## src/rtl/pipeline_receive_fifo_pkg.sv

```systemverilog
// pipeline_fifo_pkg: pointer width, occupancy helper and legal read latencies for pipeline_receive_fifo
package pipeline_fifo_pkg;
  localparam int RL_MIN = 1;
  localparam int RL_MAX = 2;
  function automatic int ptr_width(input int depth_log2);
    return depth_log2 + 1;
  endfunction
  function automatic int occupancy(input int wp, input int rp, input int pw);
    return (wp - rp) & ((1 << pw) - 1);
  endfunction
endpackage

```

## src/rtl/pipeline_receive_fifo_ram.sv

```systemverilog
// fifo_dual_port_ram: simple dual-port RAM, one write port, one registered read port (MLAB up to 32 deep, else M20K)
module fifo_dual_port_ram #(
  parameter int WIDTH = 32,
  parameter int AW = 5
) (
  input  logic             clk,
  input  logic             rst_n,
  input  logic             we,
  input  logic [AW-1:0]    waddr,
  input  logic [WIDTH-1:0] wdata,
  input  logic             re,
  input  logic [AW-1:0]    raddr,
  output logic [WIDTH-1:0] rdata
);
  logic [WIDTH-1:0] rd_raw;
  logic [WIDTH-1:0] rdata_q, rdata_d;
  if (AW <= 5) begin : g_mlab
    (* ramstyle = "MLAB" *) logic [WIDTH-1:0] mem [2**AW];
    always_ff @(posedge clk)
      if (we) mem[waddr] <= wdata;
    assign rd_raw = mem[raddr];
  end else begin : g_m20k
    (* ramstyle = "M20K" *) logic [WIDTH-1:0] mem [2**AW];
    always_ff @(posedge clk)
      if (we) mem[waddr] <= wdata;
    assign rd_raw = mem[raddr];
  end
  always_comb rdata_d = re ? rd_raw : rdata_q;
  always_ff @(posedge clk or negedge rst_n)
    if (!rst_n) rdata_q <= '0;
    else rdata_q <= rdata_d;
  assign rdata = rdata_q;
endmodule

```

## src/rtl/pipeline_receive_fifo.sv

```systemverilog
// pipeline_receive_fifo: hyperpipe sink FIFO with early almostFull; PIPE_RX_OVERFLOW_DETECT_EN adds sticky overflowError
module pipeline_receive_fifo
  import pipeline_fifo_pkg::*;
#(
  parameter int WIDTH = 32,
  parameter int DEPTH_LOG2 = 5,
  parameter int ALMOST_FULL_MARGIN = 12,
  parameter int READ_LATENCY = 1
) (
  input  logic             clk,
  input  logic             rst_n,
`ifdef PIPE_RX_OVERFLOW_DETECT_EN
  output logic             overflowError,
`endif
  input  logic             writeEnable,
  input  logic [WIDTH-1:0] dataIn,
  output logic             almostFull,
  input  logic             readRequest,
  output logic [WIDTH-1:0] dataOut,
  output logic             dataOutValid,
  output logic             empty
);
  localparam int DEPTH = 1 << DEPTH_LOG2;
  localparam int PW = ptr_width(DEPTH_LOG2);
  if (ALMOST_FULL_MARGIN >= DEPTH) begin : g_err_margin
    $error("ALMOST_FULL_MARGIN must be below DEPTH");
  end
  if (READ_LATENCY < RL_MIN || READ_LATENCY > RL_MAX) begin : g_err_rl
    $error("READ_LATENCY must be 1 or 2");
  end
  if (DEPTH_LOG2 < 2) begin : g_err_depth
    $error("DEPTH_LOG2 must be at least 2");
  end
  logic [PW-1:0] wp_q, wp_d, rp_q, rp_d;
  logic almost_full_q, almost_full_d;
  logic [READ_LATENCY-1:0] vld_q, vld_d;
  logic full, wr_ok, rd_ok;
  logic [WIDTH-1:0] ram_q;
  always_comb begin
    empty = wp_q == rp_q;
    full = (wp_q[PW-1] != rp_q[PW-1]) && (wp_q[PW-2:0] == rp_q[PW-2:0]);
    wr_ok = writeEnable && !full;
    rd_ok = readRequest && !empty;
    wp_d = wp_q + PW'(wr_ok);
    rp_d = rp_q + PW'(rd_ok);
    almost_full_d = occupancy(int'(wp_d), int'(rp_d), PW) >= DEPTH - ALMOST_FULL_MARGIN;
    vld_d = (vld_q << 1) | READ_LATENCY'(rd_ok);
  end
  always_ff @(posedge clk or negedge rst_n)
    if (!rst_n) begin
      wp_q <= '0;
      rp_q <= '0;
      almost_full_q <= 1'b1;
      vld_q <= '0;
    end else begin
      wp_q <= wp_d;
      rp_q <= rp_d;
      almost_full_q <= almost_full_d;
      vld_q <= vld_d;
    end
  fifo_dual_port_ram #(.WIDTH(WIDTH), .AW(DEPTH_LOG2)) u_ram (
    .clk(clk),
    .rst_n(rst_n),
    .we(wr_ok),
    .waddr(wp_q[PW-2:0]),
    .wdata(dataIn),
    .re(rd_ok),
    .raddr(rp_q[PW-2:0]),
    .rdata(ram_q)
  );
  if (READ_LATENCY == 1) begin : g_l1
    assign dataOut = ram_q;
  end else begin : g_l2
    logic [WIDTH-1:0] dout_q, dout_d;
    always_comb dout_d = vld_q[0] ? ram_q : dout_q;
    always_ff @(posedge clk or negedge rst_n)
      if (!rst_n) dout_q <= '0;
      else dout_q <= dout_d;
    assign dataOut = dout_q;
  end
  assign almostFull = almost_full_q;
  assign dataOutValid = vld_q[READ_LATENCY-1];
`ifdef PIPE_RX_OVERFLOW_DETECT_EN
  logic ovf_q, ovf_d;
  always_comb ovf_d = ovf_q || (writeEnable && full);
  always_ff @(posedge clk or negedge rst_n)
    if (!rst_n) ovf_q <= 1'b0;
    else ovf_q <= ovf_d;
  assign overflowError = ovf_q;
`ifndef SYNTHESIS
  a_no_overflow: assert property (@(posedge clk) disable iff (!rst_n) !(writeEnable && full))
    else $error("write while full");
`endif
`endif
endmodule

```

## config.mk

```make
export PLATFORM = sky130hd
export DESIGN_NAME = pipeline_receive_fifo
export DESIGN_NICKNAME = d
export VERILOG_FILES = /design/src/rtl/pipeline_receive_fifo_pkg.sv /design/src/rtl/pipeline_receive_fifo_ram.sv /design/src/rtl/pipeline_receive_fifo.sv
export SDC_FILE = /design/constraint.sdc
export NUM_CORES = 1
export LEC_CHECK = 0
export CAP_MARGIN = 40
export CORE_ASPECT_RATIO = 1.1
export CORE_MARGIN = 10
export CORE_UTILIZATION = 62
export DETAILED_ROUTE_END_ITERATION = 6
export PLACE_DENSITY_LB_ADDON = 0.1
export SYNTH_ARGS = -nofsm -noshare
export SYNTH_HDL_FRONTEND = slang
export SYNTH_SLANG_ARGS = --single-unit
```

## constraint.sdc

```tcl
create_clock -name clk -period 3.8 [get_ports clk]
set_input_delay 0.95 -clock clk [delete_from_list [all_inputs] [get_ports clk]]
set_output_delay 0.95 -clock clk [all_outputs]
set_load 0.05 [all_outputs]
```

==> impl_metrics.toml <==
[pwr]
switchingPower_uw = 12200
clockPowerShare = 0.271
p_int_uw = 24000
cellPowerDensity_mw_per_mm2 = 754
p_comb_frac = 0.333
sw_frac_of_total = 0.337
p_seq_frac = 0.397
p_leak_uw = 0.0168
ir_drop_v = 0.000536

[clock_tree]
clk_transition_reported_paths_ns = 0.06
clock_latency_ns = 0.66
clockRootBuffer = "clkbuf_16"
cts_buffers = 101
cts_buffer_depth = 3
cts_tree = "done"
h-tree-depth = 3
cts.repair.resized = 0
clkSinkCount = 1070
cts_hold_buf = 0
cts_setup_buffers = 0

[floorplan]
dieWidth_um = 268
start_util = 0.629
fp.dieArea_mm2 = 0.0784
die_h_um = 293
core_area_mm2 = 0.0666
num_rows = 99
boundaryPins = 71

[detailed_routing]
antenna_left = 0
drc = 0
vias = 21900
dr.pass1.iters = 5
avgViaCountPerCell = 6.51
initialDrtViolationCount = 2327
totalWireLength_mm = 101
post_drt_wl_per_cell_um = 30.0

[final_layout]
nets = 2474
syn2layout_area_growth_pct = 14.4
mostFrequentLayoutCells = "1,024 x edfxtp_1, 512 x mux2i_1, 128 x a22oi_1"
mostFrequentLayoutCell = "edfxtp_1"
num_antenna_cells = 0
final_layout_size_suffix_gt1_frac = 0.151
stdcell_area_mm2 = 0.0479

[logic_synthesis]
synthCells = 2259
async_reset_ff_frac = 0.0430
ys_types = 39
synth_edf_count = 1024
yosys_warnings = 0
synth_top_area_cell = "edfxtp_1"
yosys-top-cells-area = "edfxtp_1 73%, mux2i_1 12%, dfrtp_1 2.7%"
netlist.area_leader.share = 0.734
ys_seq_area_frac = 0.761
ys_ff_latch = 1070
syn_nets = 2306
synth_area_mm2 = 0.0419
avgSynthCellArea_um2 = 18.6
synth_top_flop_cell = "edfxtp_1"

[sta]
tightest_slew_ns = 1.00
rsz0062_at_grt = "no"
fin_ws_ns = 0.501
tns_ns = 0
max-slew-margin-rel = 0.330
period_share = 0.868
setup_viol = 0
maxSlewViolCount = 0
fmax_ghz = 0.303
clock_skew_ns = 0.0113
period_needed_ns = 3.30
final-hold-violation-count = 0

[critical_path]
r2r-start = "rp_q[2]"
cp.required_ns = 2.85
cp-end-kind = "primary output"
cp_max_fo = 8
critPathLaunch = "rp_q[2]"
crit_family = "flip-flops"
cp.arrival_ns = 2.35
path_class = "reg2out"
path_cells = "xnor2_1 -> nand4_1 -> nand3b_1 -> inv_1 -> dlymetal6s2s_1"
cp_slowest_cell = "dfrtp_1"
start_kind = "flip-flop"
cpPeakStageDelay_ns = 0.59
cp_num_buf_inv = 2

[placement]
dp_hpwl_mm = 58.8
post_dp_cell_area_mm2 = 0.0447
io_buffers = 70
globalplace.congestion = 0.828
dp_slack_ns = 0.330

[global_route]
grt_use_total = 0.259
grt_antenna_before_repair = 0
grt_pass1_vias = 22500
grt_max_degree = 114
grt-ovfl-total = 0
grt_first_pass_wirelength_mm = 149

[status]
status = "finished, final reports clean"

[hold_path]
hp-class = "in2async"

[flow_run]
max-cap-violations = 0
==> cell usage after synthesis (12+ instances only) <==
library cell / instances
a21oi_1: 69
a221oi_1: 42
a221oi_2: 22
a22o_1: 64
a22oi_1: 128
buf_1: 14
buf_2: 43
buf_4: 22
buf_6: 12
clkbuf_1: 47
dfrtp_1: 45
edfxtp_1: 1024
mux2i_1: 512
nand2_1: 44
nor2_1: 37
o22ai_1: 32
o41ai_2: 32
==> kinds of logic after synthesis <==
group | after synthesis | share of synthesized area
multiplexers | 512 | 0.122
AO/OA/AOI/OAI | 393 | 0.0791
buffers and inverters | 151 | 0.0194
AND/OR/NAND/NOR | 103 | 0.0107
adder cells (fa/ha/maj) | 11 | 0.00346
flip-flops | 1070 | 0.761
XOR/XNOR | 19 | 0.00397
==> cell type report <==
type / count / area (µm²)
multi-input cells: 1038 / 9470
flip-flops and latches: 1070 / 31900
repair buffers: 206 / 2210
fillers: 4046 / 18700
clock buffers: 136 / 2810
inverters: 10 / 37.5
well taps: 858 / 1070
clock inverters: 52 / 432
==> sequential cells by signal (all words and copies together), names as in the netlist <==
register / cells
u_ram.g_mlab.mem: 1024
u_ram.rdata: 32
rp_q: 6
wp_q: 6
almostFull: 1
dataOutValid: 1
==> per-layer routing <==
| layer | vias to the layer above | global-route usage | wire [µm] |
|---|---|---|---|
| met5 | - | 0 | 0 |
| met4 | 0 | 0.0804 | 2570 |
| met2 | 956 | 0.437 | 51100 |
| met3 | 154 | 0.0394 | 7320 |
| li1 | 9493 | - | - |
| met1 | 11300 | 0.343 | 39900 |
==> through the flow <==
step	hold WS, ns	std cells	total power, µW	utilization
2_1_floorplan	0.492	2259	22500	-
3_3_place_gp	0.477	3170	26200	0.667
3_5_place_dp	0.460	3181	26500	0.671
4_1_cts	0.181	3369	36200	0.719
5_1_grt	0.199	3370	37500	0.719
6_report	0.213	3370	36200	0.719
==> worst reg2reg max path: cells and delay by family (launching register included) <==
kind | cells | cell delay [ns]
DFF | 1 | 0.59
xor gates and xnor gates | 2 | 0.32
and+or+nand+nor | 4 | 0.75
adders and majority gates | 3 | 0.83
AOI/OAI and AO/OA | 3 | 0.54
buffers and inverters | 2 | 0.11
==> final timing paths <==
| kind | end | cells past startpoint | slack [ns] |
|---|---|---|---|
| hold reg to reg | u_ram.rdata[29] | 2 | 0.49 |
| max in group asynchronous | rp_q[0] | 2 | 2.93 |
| hold / removal | u_ram.rdata[18] | 1 | 0.21 |
| setup reg to reg | almostFull | 14 | 0.58 |
| setup / recovery | empty | 5 | 0.50 |
| min in group clk | u_ram.rdata[29] | 2 | 0.49 |
==> power groups by stage <==
stage | clock network (µW) | registers, µW | logic, µW
final | 9780 | 14300 | 12000
after global routing | 10400 | 14400 | 12600
after CTS | 9920 | 14300 | 12000
after detailed placement | 0 | 14600 | 11900
after global placement | 0 | 14600 | 11700
after floorplan | 0 | 15000 | 7470
No activity file was read; power rests on OpenSTA's default activity.
